[config.mk]
export PLATFORM = sky130hd
export DESIGN_NAME = fixed_float_converter
export DESIGN_NICKNAME = d
export VERILOG_FILES = /design/src/rtl/fixed_float_converter.sv
export SDC_FILE = /design/constraint.sdc
export NUM_CORES = 1
export LEC_CHECK = 0
export ABC_CLOCK_PERIOD_IN_PS = 1000
export BUFFER_PORTS_ARGS = -buffer_cell sky130_fd_sc_hd__buf_2
export CAP_MARGIN = 10
export CORE_AREA = 2 2 119 133
export CTS_CLUSTER_SIZE = 25
export DETAILED_ROUTE_END_ITERATION = 10
export DIE_AREA = 0 0 121 135
export MAX_ROUTING_LAYER = met4
export PLACE_DENSITY = 0.64
export SLEW_MARGIN = 40
export SYNTH_ARGS = -nofsm -noshare
export SYNTH_HDL_FRONTEND = slang
export SYNTH_SLANG_ARGS = --single-unit
[constraint.sdc]
create_clock -name clk -period 1 [get_ports clk]
set_input_delay 0.2 -clock clk [delete_from_list [all_inputs] [get_ports clk]]
set_output_delay 0.2 -clock clk [all_outputs]
set_load 0.02 [all_outputs]
[src/rtl/fixed_float_converter.sv]
// IEEE-754 single <-> Q2.20 fixed-point converter for the CORDIC datapath.
// Both conversions are combinational and share a single output register stage.
module fixed_float_converter #(
  parameter int FIXED_W = 22,
  parameter int FRAC_W  = 20
) (
  input  logic               clk,
  input  logic               rst_n,
  input  logic               in_valid,
  input  logic [31:0]        float_in,
  input  logic [FIXED_W-1:0] fixed_in,
  output logic               out_valid,
  output logic [FIXED_W-1:0] fixed_out,
  output logic [31:0]        float_out
);

  localparam int BIAS     = 127;
  localparam int MANT_W   = 23;
  localparam int UFL_EXP  = BIAS - FRAC_W;                 // below this |value| < 2^-FRAC_W
  localparam int SAT_EXP  = BIAS + (FIXED_W - FRAC_W - 1); // at or above this |value| >= 2.0
  localparam int SHIFT_EX = BIAS + MANT_W - FRAC_W;        // right shift = SHIFT_EX - exponent
  localparam int PW       = $clog2(FIXED_W);

  localparam logic [FIXED_W-1:0] POS_MAX = {1'b0, {(FIXED_W-1){1'b1}}};
  localparam logic [FIXED_W-1:0] NEG_MAX = {1'b1, {(FIXED_W-1){1'b0}}};

  // ---------------- float -> fixed ----------------
  logic                 f_sign;
  logic [7:0]           f_exp;
  logic [MANT_W-1:0]    f_mant;
  logic [MANT_W:0]      f_sig;
  logic [7:0]           f_rsh;
  logic [FIXED_W-1:0]   f_mag;
  logic [FIXED_W-1:0]   fixed_next;

  assign f_sign = float_in[31];
  assign f_exp  = float_in[30:23];
  assign f_mant = float_in[22:0];
  assign f_sig  = {1'b1, f_mant};

  // NOTE: every always_comb output gets a default first so no path leaves it unassigned (no latch).
  always_comb begin
    f_rsh      = '0;
    f_mag      = '0;
    fixed_next = '0;
    if (f_exp == 8'hFF && f_mant != '0) begin
      fixed_next = '0;
    end else if (f_exp >= 8'(SAT_EXP)) begin
      fixed_next = f_sign ? NEG_MAX : POS_MAX;
    end else if (f_exp >= 8'(UFL_EXP)) begin
      // Truncation toward zero: drop the low significand bits, then negate.
      f_rsh      = 8'(SHIFT_EX) - f_exp;
      f_mag      = FIXED_W'(f_sig >> f_rsh);
      fixed_next = f_sign ? (~f_mag + FIXED_W'(1)) : f_mag;
    end
  end

  // ---------------- fixed -> float ----------------
  logic                 x_sign;
  logic [FIXED_W-1:0]   x_mag;
  logic [MANT_W:0]      x_mag_ext;
  logic [PW-1:0]        x_lead;
  logic [MANT_W-1:0]    x_mant;
  logic [7:0]           x_exp;
  logic [31:0]          float_next;

  assign x_sign    = fixed_in[FIXED_W-1];
  // The most negative code negates to itself, which read unsigned is exactly 2^21.
  assign x_mag     = x_sign ? (~fixed_in + FIXED_W'(1)) : fixed_in;
  assign x_mag_ext = (MANT_W+1)'(x_mag);

  always_comb begin
    x_lead = '0;
    for (int i = 0; i < FIXED_W; i++) begin
      if (x_mag[i]) x_lead = PW'(i);
    end
  end

  always_comb begin
    x_exp      = 8'(UFL_EXP) + 8'(x_lead);
    // The hidden bit lands at position MANT_W and is dropped by the width cast.
    x_mant     = MANT_W'(x_mag_ext << (5'(MANT_W) - 5'(x_lead)));
    float_next = '0;
    if (x_mag != '0) float_next = {x_sign, x_exp, x_mant};
  end

  // ---------------- output register ----------------
  // NOTE: sequential state uses non-blocking assignments so all registers update together.
  always_ff @(posedge clk or negedge rst_n) begin
    if (!rst_n) begin
      out_valid <= 1'b0;
      fixed_out <= '0;
      float_out <= '0;
    end else begin
      out_valid <= in_valid;
      if (in_valid) begin
        fixed_out <= fixed_next;
        float_out <= float_next;
      end
    end
  end

endmodule

==> results of run 1 <==
==> state kept, by name, summed over array words and instances (netlist names) <==
register / flops
out_valid: 1
float_out: 32
fixed_out: 22
==> logic make-up (layout without fill, tap and decap cells) <==
logic type | after synthesis | count (layout) | synth area share
AOI/OAI and AO/OA | 267 | 267 | 0.296
DFF | 55 | 55 | 0.208
adders and majority gates | 8 | 8 | 0.0151
muxes | 91 | 91 | 0.165
xor gates and xnor gates | 35 | 35 | 0.0463
and+or+nand+nor | 287 | 288 | 0.216
buffers and inverters | 88 | 572 | 0.0542
==> per-layer routing <==
metal	wire, um	up-vias	part of all wire	GRT usage
met2	16400	585	0.51	0.630
met4	2120	0	0.066	0.0917
li1	-	4150	-	-
met1	11400	4555	0.35	0.389
met5	0	-	0	-
met3	2270	218	0.071	0.0321
==> worst paths after layout <==
check	startpoint	end	slack [ns]	cells after the start
max in group asynchronous	rst_n	float_out[7]$_DFFE_PN0P_	0.33	3
max	fixed_in[6]	float_out[14]$_DFFE_PN0P_	-2.52	13
min in group clk	in_valid	fixed_out[1]$_DFFE_PN0P_	0.42	4
min reg2reg	fixed_out[7]$_DFFE_PN0P_	fixed_out[7]$_DFFE_PN0P_	0.53	1
min	rst_n	out_valid$_DFF_PN0_	0.40	3
max reg2reg	float_out[22]$_DFFE_PN0P_	float_out[22]$_DFFE_PN0P_	-0.08	4
==> through the flow <==
| stage | setup TNS [ns] | setup WS, ns | cells | utilization |
|---|---|---|---|---|
| 2_1_floorplan | -117.49 | -2.47 | 831 | - |
| 3_3_place_gp | -130.50 | -2.72 | 1391 | 0.672 |
| 3_5_place_dp | -134.03 | -2.76 | 1391 | 0.672 |
| 4_1_cts | -107.67 | -2.28 | 1457 | 0.771 |
| 5_1_grt | -122.21 | -2.64 | 1512 | 0.852 |
| 6_report | -116.14 | -2.52 | 1512 | 0.852 |
==> cell type report <==
| cell class | count | area (um2) | share of cell area |
|---|---|---|---|
| Multi-Input combinational cell | 689 | 6280 | 0.496 |
| Clock inverter | 3 | 23.8 | 0.00188 |
| Timing Repair Buffer | 536 | 4510 | 0.356 |
| Clock buffer | 5 | 125 | 0.00987 |
| Inverter | 28 | 111 | 0.00878 |
| Sequential cell | 55 | 1380 | 0.109 |
| Tap cell | 196 | 245 | 0.0193 |
==> cell usage in the layout (no fill, tap or decap), drive strengths merged, types with 7 or more instances in the layout <==
cell type | synthesis | routed
a211oi | 10 | 10
a21oi | 44 | 44
a22oi | 7 | 7
a31oi | 9 | 9
buf | 14 | 533
dfrtp | 55 | 55
ha | 8 | 8
inv | 27 | 28
mux2 | 28 | 28
mux2i | 52 | 52
mux4 | 11 | 11
nand2 | 78 | 78
nand2b | 8 | 8
nand3 | 14 | 14
nand3b | 12 | 12
nor2 | 70 | 71
nor2b | 8 | 8
nor3 | 27 | 27
nor4 | 15 | 15
o211ai | 14 | 14
o21ai | 54 | 54
o2bb2ai | 27 | 27
o41ai | 7 | 7
or2 | 10 | 10
or3 | 13 | 13
xnor2 | 18 | 18
xor2 | 17 | 17
==> worst reg2reg max path, cell delays in order, from the launching register on <==
cell       delay, ns
dfrtp_1         0.41
nand2_1         0.10
o2111ai_1       0.11
a31oi_1         0.23
o22ai_2         0.12
==> repair_timing <==
item                                    4_1_cts  5_1_grt
setup buffers                                62       60
endpoints found under the hold margin        55        0
hold buffers                                  1        0
pin swaps                                    52       73
endpoints found under the setup margin      109      109
resized for setup                           228      157
gates cloned                                  3        1
==> power groups by stage <==
stage          Combinational [W]  Clock (W)  Sequential (W)
3_5_place_dp             0.00634          0         0.00283
3_3_place_gp             0.00628          0         0.00283
2_1_floorplan            0.00307          0         0.00325
4_1_cts                  0.00766    0.00186         0.00286
5_1_grt                  0.00959    0.00196         0.00293
6_report                 0.00916    0.00187         0.00291
==> key figures, run 1 <==
Setup path
  • WP data arrival: 3.76 ns
  • Setup crit start kind: input pin
  • Most common cell on crit path: mux2_4
  • Setup crit end kind: flip-flop
  • Largest stage delay on the critical path: 0.66 ns
  • Crit-path slowest cell: or4_4
  • Crit path required time: 1.24 ns
  • Critical-path cell list: buf_6 -> or4_4 -> nor4_2 -> o21ai_1 -> a211o_1 -> a2111oi_4 -> buf_4 -> o21ai_4 -> mux2_4 -> mux2_4 -> mux2_4 -> o32a_1 -> o21ai_1
  • Critical setup path kind: input pin to flip-flop
  • Buf+Inv Stages, Crit Path: 2
  • CP top delay family: compound AO/OA/AOI/OAI gates
  • Critical Path Fanout Max: 8

STA
  • Fraction of the cycle the final worst path needs: 3.52
  • Min Hold Slack: 0.403 ns
  • Slew headroom: 0.582
  • Worst-margin pin slew: 0.619 ns
  • Final-report setup violation count: 109
  • Clock skew: 0 ns
  • RSZ-0062 raised after global routing: yes
  • Setup ws final: -2.52 ns
  • Final Max Tran Viols: 0
  • Final min period: 3.52 ns
  • Final hold violation count: 0
  • F_max: 284 MHz

Clocking
  • Max clock buf depth: 2
  • CTS Root Cell: clkbuf_16
  • TritonCTS clock tree: built
  • H-tree depth: 2
  • CTS Buf Count: 5
  • Clock Latency Late Sink: 0.30 ns
  • Clk slew on worst S/H paths: 0.08 ns
  • CTS sink cnt: 55

Cells and area
  • Fill cells: 757
  • Antenna cells: 0
  • Fin nets: 1380
  • Synth-to-Final Area Change: 91.3%
  • Layout cells sized above 1: 0.589
  • Final Cell Area: 12700 um2

Logic synthesis
  • Area share of the largest cell type after synthesis: 0.208
  • Post-synth top flop: dfrtp_1
  • Cells taking the most area after synthesis: dfrtp_1, mux2i_1, mux2_2, nand2_1, nor2_1
  • Yosys warns: 0
  • Cell variety after synth: 84
  • Post-synth EDFFs: 0
  • Mean post-synth cell area: 7.97 um2
  • Sequential element share of the synthesized area: 0.208
  • Mapped Nets: 896
  • Post-synth top cells: nand2_1, nor2_1, dfrtp_1
  • Ys async rst share: 1.00
  • Synthesized area: 6630 um2
  • Most frequent cell after synthesis: nand2_1
  • Largest area contributor in the netlist: dfrtp_1
  • Post-Syn Instances: 831
  • #FFs+latches synth: 55

Power
  • Leakage: 5.75 nW
  • Peak supply drop: 0.00118 V
  • Logic pwr share: 0.657
  • Clk pwr share: 0.134
  • Net Sw Frac: 0.407
  • Pwr per Cell Area: 1100 nW/um2
  • P_int: 0.00826 W
  • Psw: 0.00568 W
  • Flop pwr share: 0.208
  • Overall Power: 0.0139 W

Die
  • Initial Util: 0.445
  • Die ar.: 16300 um2
  • Io pins: 112
  • Chip height: 135 um
  • # rows: 47
  • Core area: 14900 um2
  • Die width: 121 um

Global route
  • Vias in the first global route: 8674
  • Largest net degree at the start of global routing: 56
  • Total track usage: 0.340
  • Grt ovf: 0
  • Initial antenna violation count: 0
  • Global-route wire length before repair: 43400 um

Placement
  • Port buffer count: 111
  • Routability cong.: 0.954
  • Dpl hpwl: 20000 um
  • DP Area: 9990 um2

Route
  • Via count: 9508
  • Final WL: 32200 um
  • Drt initial violations: 885
  • Drt drc: 0
  • Post-DR vias/cell: 6.29
  • Drt wl/cell: 21.3 um
  • Drt pass-1 iters: 7
  • DRT antenna net count: 0

Job
  • Max-cap viol count: 0

Outcome
  • Violated checks: negative setup slack
  • Outcome: finished with violations

Hold path
  • HP Class: input pin to asynchronous set/reset pin
Note: power is estimated with default switching activity, not from simulation.
==> inputs of run 2 (changes only) <==
ABC_CLOCK_PERIOD_IN_PS = 2850   (was 1000)
PLACE_DENSITY = 0.67   (was 0.64)
SKIP_LAST_GASP = 1   (was default)
clock period = 2.85 ns   (was 1 ns; I/O delays follow)
==> run 2 against run 1 <==
The flow still finishes with violations (negative setup slack). Cell count decreased by 4.2%. Clock power decreased by 60%. Via count decreased by 6.1%. Total power decreased by 67%. Global-route usage decreased by 0.34 points. Clock skew unchanged. Core utilization decreased by 7.4 points. Sequential power decreased by 66%. Critical path type unchanged.
==> key figures, run 2 (synthesis results as in run 1) <==
STA
  • Setup ws final: -1.07 ns (was -2.52 ns)
  • Worst-margin pin slew: 0.699 ns (was 0.619 ns)
  • Final hold violation count: 0 (unchanged)
  • Final min period: 3.92 ns
  • Final-report setup violation count: 53 (was 109)
  • Fraction of the cycle the final worst path needs: 1.38
  • RSZ-0062 raised after global routing: yes (unchanged)
  • Slew headroom: 0.534 (was 0.582)
  • F_max: 255 MHz
  • Min Hold Slack: 0.300 ns (was 0.403 ns)
  • Clock skew: 0 ns (unchanged)
  • Final Max Tran Viols: 0 (unchanged)

Global route
  • Total track usage: 0.337 (was 0.340)
  • Largest net degree at the start of global routing: 31 (was 56)
  • Vias in the first global route: 8532 (was 8674)
  • Grt ovf: 0 (unchanged)
  • Global-route wire length before repair: 42500 um (was 43400 um)
  • Initial antenna violation count: 0 (unchanged)

Cells and area
  • Fin cells: 1448 (was 1512)
  • Number of flip-flops in the largest register: 32 (unchanged)
  • Fill cells: 1007 (was 757)
  • Most flops, register: float_out (unchanged)
  • Most frequent cells in the layout: buf_4, buf_2, nand2_1 (was buf_4, buf_6, nand2_1)
  • Multi-input logic area: 6110 um2 (was 6280 um2)
  • Commonest non-fill, non-tap cell in the layout: buf_4 (unchanged)
  • FF/Latch Area: 1380 um2 (unchanged)
  • Antenna cells: 0 (unchanged)
  • Synth-to-Final Area Change: 74.7% (was 91.3%)
  • Fin nets: 1316 (was 1380)
  • Regs by FF count: float_out x32, fixed_out x22, out_valid x1 (unchanged)
  • Layout cells sized above 1: 0.556 (was 0.589)

Placement
  • Routability cong.: 0.965 (was 0.954)
  • Dpl hpwl: 20400 um (was 20000 um)
  • Port buffer count: 111 (unchanged)
  • Inst Count DP: 1376 (was 1391)

Hold path
  • HP Class: input pin to asynchronous set/reset pin (unchanged)

Setup path
  • WP data arrival: 4.17 ns (was 3.76 ns)
  • Critical setup path kind: input pin to flip-flop (unchanged)
  • Crit path from: fixed_in[6] (unchanged)
  • Reg2reg end: float_out[22]$_DFFE_PN0P_ (unchanged)
  • Crit path to: float_out[19]$_DFFE_PN0P_ (was float_out[14]$_DFFE_PN0P_)
  • Worst r2r path cells: 4 (unchanged)
  • Setup crit end kind: flip-flop (unchanged)
  • Critical Path Fanout Max: 7 (was 8)
  • Crit path required time: 3.11 ns (was 1.24 ns)
  • Setup crit start kind: input pin (unchanged)
  • Reg-to-reg critical path startpoint: float_out[22]$_DFFE_PN0P_ (unchanged)
  • Worst reg-to-reg setup slack: 1.85 ns (was -0.08 ns)

Clocking
  • CTS Buf Count: 5 (unchanged)
  • H-tree depth: 2 (unchanged)
  • TritonCTS clock tree: built (unchanged)
  • Max clock buf depth: 2 (unchanged)
  • CTS sink cnt: 55 (unchanged)
  • Clk slew on worst S/H paths: 0.08 ns (about the same)
  • Clock Latency Late Sink: 0.31 ns (was 0.30 ns)
  • CTS Root Cell: clkbuf_16 (unchanged)

Route
  • Drt pass-1 iters: 5 (was 7)
  • Drt wl/cell: 20.5 um (was 21.3 um)
  • Post-DR vias/cell: 6.16 (was 6.29)
  • Drt drc: 0 (unchanged)
  • DRT antenna net count: 0 (unchanged)
  • Final WL: 29600 um (was 32200 um)
  • Drt initial violations: 766 (was 885)
  • Via count: 8926 (was 9508)

Die
  • # rows: 47 (unchanged)
  • Io pins: 112 (unchanged)
  • Core area: 14900 um2 (unchanged)
  • Chip height: 135 um (unchanged)
  • Initial Util: 0.445 (unchanged)
  • Die ar.: 16300 um2 (unchanged)
  • Die width: 121 um (unchanged)

Outcome
  • Outcome: finished with violations (unchanged)
  • Violated checks: negative setup slack (unchanged)

Power
  • Pwr per Cell Area: 392 nW/um2 (was 1100 nW/um2)
  • Peak supply drop: 0.000391 V (was 0.00118 V)
  • Leakage: 5.28 nW (was 5.75 nW)

Job
  • Max-cap viol count: 0 (unchanged)
run 2: changes by cell type in the layout (fill, tap and decap cells not counted), sizes merged:
cell	change
buf	-62
nor2	-1
o22ai	+1
dlygate4sd3	-1
clkinvlp	-2
bufinv	+1
clkinv	+1
clkbuf	-1
run 2: per-layer routing:
layer	track usage	vias to the layer above	wire, um
met4	0.130	0	1640
met1	0.373	4338	10800
met3	0.0469	133	1890
li1	-	4013	-
met5	-	-	0
met2	0.607	442	15300
run 2: power breakdown:
part	internal, W	total [W]	switching (W)
logic	0.00135	0.00280	0.00144
registers	0.000904	0.000992	0.0000874
clock network	0.000419	0.000749	0.000330
run 2: worst min-delay path by stage:
stage | slack (ns) | to | cells past startpoint
global route | 0.36 | fixed_out[20]$_DFFE_PN0P_ | 1
CTS | 0.32 | fixed_out[1]$_DFFE_PN0P_ | 1
floorplan | 0.27 | fixed_out[0]$_DFFE_PN0P_ | 0
global placement | 0.46 | float_out[28]$_DFFE_PN0P_ | 1
detailed placement | 0.47 | float_out[28]$_DFFE_PN0P_ | 1
finish | 0.30 | fixed_out[20]$_DFFE_PN0P_ | 1
run 2: critical path: stages:
cell and delay (ns):
buf_8 0.10, or4_4 0.62, nor4_2 0.34, o21ai_1 0.19, a211o_1 0.36, a2111oi_4 0.44
o21a_2 0.22, buf_6 0.15, buf_6 0.10, buf_6 0.09, mux2i_4 0.23, mux2i_4 0.11
and2_4 0.16, o311ai_1 0.30, a22o_1 0.19
run 2: stage by stage:
stage,TNS (ns),setup WS (ns),area [um2],total power [W],utilization
floorplan,-37.91,-0.990,7100,0.00221,-
global placement,-53.88,-1.26,9790,0.00316,0.658
detailed placement,-54.93,-1.33,9790,0.00318,0.658
CTS,-27.56,-0.826,10800,0.00421,0.728
global route,-41.62,-1.16,11600,0.00472,0.778
finish,-35.61,-1.07,11600,0.00454,0.778
run 2: timing repair:
action,CTS,global route
pin swaps,64,59
setup buffers,34,36
cloned,3,1
setup endpoints to repair,54,53
hold buffers,0,0
gates resized for setup,123,116
run 2: layout make-up:
type | instances | share of cell area
clock buffer | 5 | 0.0108
clock inverter | 3 | 0.00400
inverter | 28 | 0.00994
multi-input combinational | 689 | 0.527
tap | 196 | 0.0212
sequential | 55 | 0.119
timing repair buffer | 472 | 0.308
==> inputs of run 3 (changes only) <==
SETUP_SLACK_MARGIN = 0.3   (was default)
==> run 3 against run 2 <==
The run still ends with negative setup slack left. Clock power decreased by 7.9%. First-iteration DRC count increased by 17%. Cell count increased by 0.41%. Via count increased by 0.73%. Die area unchanged. Sequential power about the same. Global-route usage increased by 1.3 points. Critical path type unchanged.
==> key figures, run 3 (synthesis results as in run 1) <==
STA
  • Final Max Tran Viols: 0 (unchanged)
  • Fraction of the cycle the final worst path needs: 1.30 (was 1.38)
  • Clock skew: 0 ns (unchanged)
  • Setup ws final: -0.850 ns (was -1.07 ns)
  • Final-report setup violation count: 52 (was 53)
  • RSZ-0062 raised after global routing: yes (unchanged)
  • Slew headroom: 0.487 (was 0.534)
  • Worst-margin pin slew: 0.768 ns (was 0.699 ns)
  • Final hold violation count: 0 (unchanged)
  • Final min period: 3.70 ns (was 3.92 ns)
  • F_max: 270 MHz (was 255 MHz)

Setup path
  • Crit path required time: 3.10 ns (was 3.11 ns)
  • Buf+Inv Stages, Crit Path: 2 (was 4)
  • Critical-path cell list: buf_6 -> or4_4 -> buf_6 -> o31ai_4 -> xor2_2 -> and4_4 -> a2111oi_4 -> o21a_2 -> mux2_4 -> mux2_4 -> mux2_4 -> mux2_4 -> o2bb2ai_2 (was buf_8 -> or4_4 -> nor4_2 -> o21ai_1 -> a211o_1 -> a2111oi_4 -> o21a_2 -> buf_6 -> buf_6 -> buf_6 -> mux2i_4 -> mux2i_4 -> and2_4 -> o311ai_1 -> a22o_1)
  • Setup crit start kind: input pin (unchanged)
  • Critical setup path kind: input pin to flip-flop (unchanged)
  • Most common cell on crit path: mux2_4 (was buf_6)
  • Crit-path slowest cell: or4_4 (unchanged)
  • CP top delay family: multiplexers (was compound AO/OA/AOI/OAI gates)
  • Largest stage delay on the critical path: 0.64 ns (was 0.62 ns)
  • Setup crit end kind: flip-flop (unchanged)
  • WP data arrival: 3.95 ns (was 4.17 ns)
  • Critical Path Fanout Max: 8 (was 7)

Route
  • Drt drc: 0 (unchanged)
  • Final WL: 29300 um (was 29600 um)
  • Drt pass-1 iters: 6 (was 5)
  • DRT antenna net count: 0 (unchanged)
  • Via count: 8991 (was 8926)
  • Post-DR vias/cell: 6.18 (was 6.16)
  • Drt wl/cell: 20.2 um (was 20.5 um)
  • Drt initial violations: 894 (was 766)

Cells and area
  • Final Cell Area: 11600 um2 (about the same)
  • Fin cells: 1454 (was 1448)
  • Most frequent cells in the layout: buf_4, buf_2, nand2_1 (unchanged)
  • Regs by FF count: float_out x32, fixed_out x22, out_valid x1 (unchanged)
  • Layout cells sized above 1: 0.556 (about the same)
  • Most flops, register: float_out (unchanged)
  • Fin nets: 1322 (was 1316)
  • Synth-to-Final Area Change: 75.2% (was 74.7%)
  • Fill cells: 991 (was 1007)
  • Antenna cells: 0 (unchanged)
  • Commonest non-fill, non-tap cell in the layout: buf_4 (unchanged)
  • Number of flip-flops in the largest register: 32 (unchanged)

Global route
  • Grt met2 use: 0.637 (was 0.607)
  • Total track usage: 0.349 (was 0.337)
  • Grt ovf: 0 (unchanged)
  • GR met1 Demand/Resource: 0.378 (was 0.373)
  • Vias in the first global route: 8822 (was 8532)
  • Initial antenna violation count: 0 (unchanged)
  • Global-route wire length before repair: 44000 um (was 42500 um)
  • GRT Max-Usage Layer: met2 (unchanged)
  • Met3 GRT Util: 0.0380 (was 0.0469)
  • Largest net degree at the start of global routing: 38 (was 31)

Power
  • Leakage: 5.32 nW (was 5.28 nW)
  • Overall Power: 0.00445 W (was 0.00454 W)
  • Pwr per Cell Area: 384 nW/um2 (was 392 nW/um2)
  • Peak supply drop: 0.000322 V (was 0.000391 V)

Clocking
  • CTS Buf Count: 5 (unchanged)
  • Clock Latency Late Sink: 0.31 ns (about the same)
  • CTS Root Cell: clkbuf_16 (unchanged)
  • CTS sink cnt: 55 (unchanged)
  • Max clock buf depth: 2 (unchanged)
  • TritonCTS clock tree: built (unchanged)
  • H-tree depth: 2 (unchanged)
  • Clk slew on worst S/H paths: 0.08 ns (about the same)

Outcome
  • Outcome: finished with violations (unchanged)
  • Violated checks: negative setup slack (unchanged)

Die
  • # rows: 47 (unchanged)
  • Die width: 121 um (unchanged)
  • Core area: 14900 um2 (unchanged)
  • Chip height: 135 um (unchanged)
  • Io pins: 112 (unchanged)
  • Initial Util: 0.445 (unchanged)
  • Die ar.: 16300 um2 (unchanged)

Placement
  • Inst Count DP: 1365 (was 1376)
  • Dpl hpwl: 20000 um (was 20400 um)
  • Port buffer count: 111 (unchanged)
  • Post-Place Worst Slack: -1.23 ns (was -1.33 ns)
  • DP Area: 9750 um2 (was 9790 um2)
  • Routability cong.: 0.954 (was 0.965)

Hold path
  • HP Class: input pin to asynchronous set/reset pin (unchanged)

Job
  • Max-cap viol count: 0 (unchanged)
run 3: layout make-up:
cell class                 instances  area (um2)  share of cell area
multi-input combinational        688        6070               0.522
timing repair buffer             479        3660               0.315
inverter                          28         110             0.00948
tap                              196         245              0.0211
sequential                        55        1380               0.119
clock inverter                     2        16.3             0.00140
clock buffer                       6         139              0.0120
run 3: through the flow:
stage | hold slack, ns | util | TNS (ns)
floorplan | 0.274 | - | -37.85
global placement | 0.464 | 0.655 | -47.96
detailed placement | 0.469 | 0.655 | -50.51
CTS | 0.206 | 0.747 | -26.01
global route | 0.216 | 0.780 | -35.09
finish | 0.191 | 0.780 | -28.94
run 3: final timing paths:
check / from / endpoint / slack, ns / cells after the start
setup reg to reg: float_out[21]$_DFFE_PN0P_ / float_out[21]$_DFFE_PN0P_ / 1.82 / 3
max in group asynchronous: rst_n / float_out[5]$_DFFE_PN0P_ / 1.94 / 2
setup / recovery: fixed_in[5] / float_out[8]$_DFFE_PN0P_ / -0.85 / 13
min in group clk: float_out[1]$_DFFE_PN0P_ / float_out[1]$_DFFE_PN0P_ / 0.48 / 1
hold reg to reg: float_out[1]$_DFFE_PN0P_ / float_out[1]$_DFFE_PN0P_ / 0.48 / 1
hold / removal: rst_n / fixed_out[21]$_DFFE_PN0P_ / 0.19 / 1
run 3: repair_timing:
item                       in CTS  in global routing
buffers inserted               54                 24
hold buffers                    0                  0
resized for setup             164                 73
gates cloned                    3                  0
setup endpoints to repair      54                 54
pin swaps                      68                 53
run 3: power breakdown:
group	switching [W]	internal [W]	total (W)
Sequential	0.0000867	0.000904	0.000991
Combinational	0.00143	0.00134	0.00277
Clock	0.000337	0.000353	0.000690
Total	0.00185	0.00260	0.00445
run 3: worst reg2reg max path, stage by stage, from the launching register on:
cell and delay [ns]:
dfrtp_1 0.39, nand2_1 0.14, o2111ai_1 0.16, a22o_1 0.24
run 3: per-layer routing:
layer	up-vias	wire, um
met2	454	15300
met1	4370	10700
met4	0	1380
met3	130	1890
li1	4037	-
met5	-	0
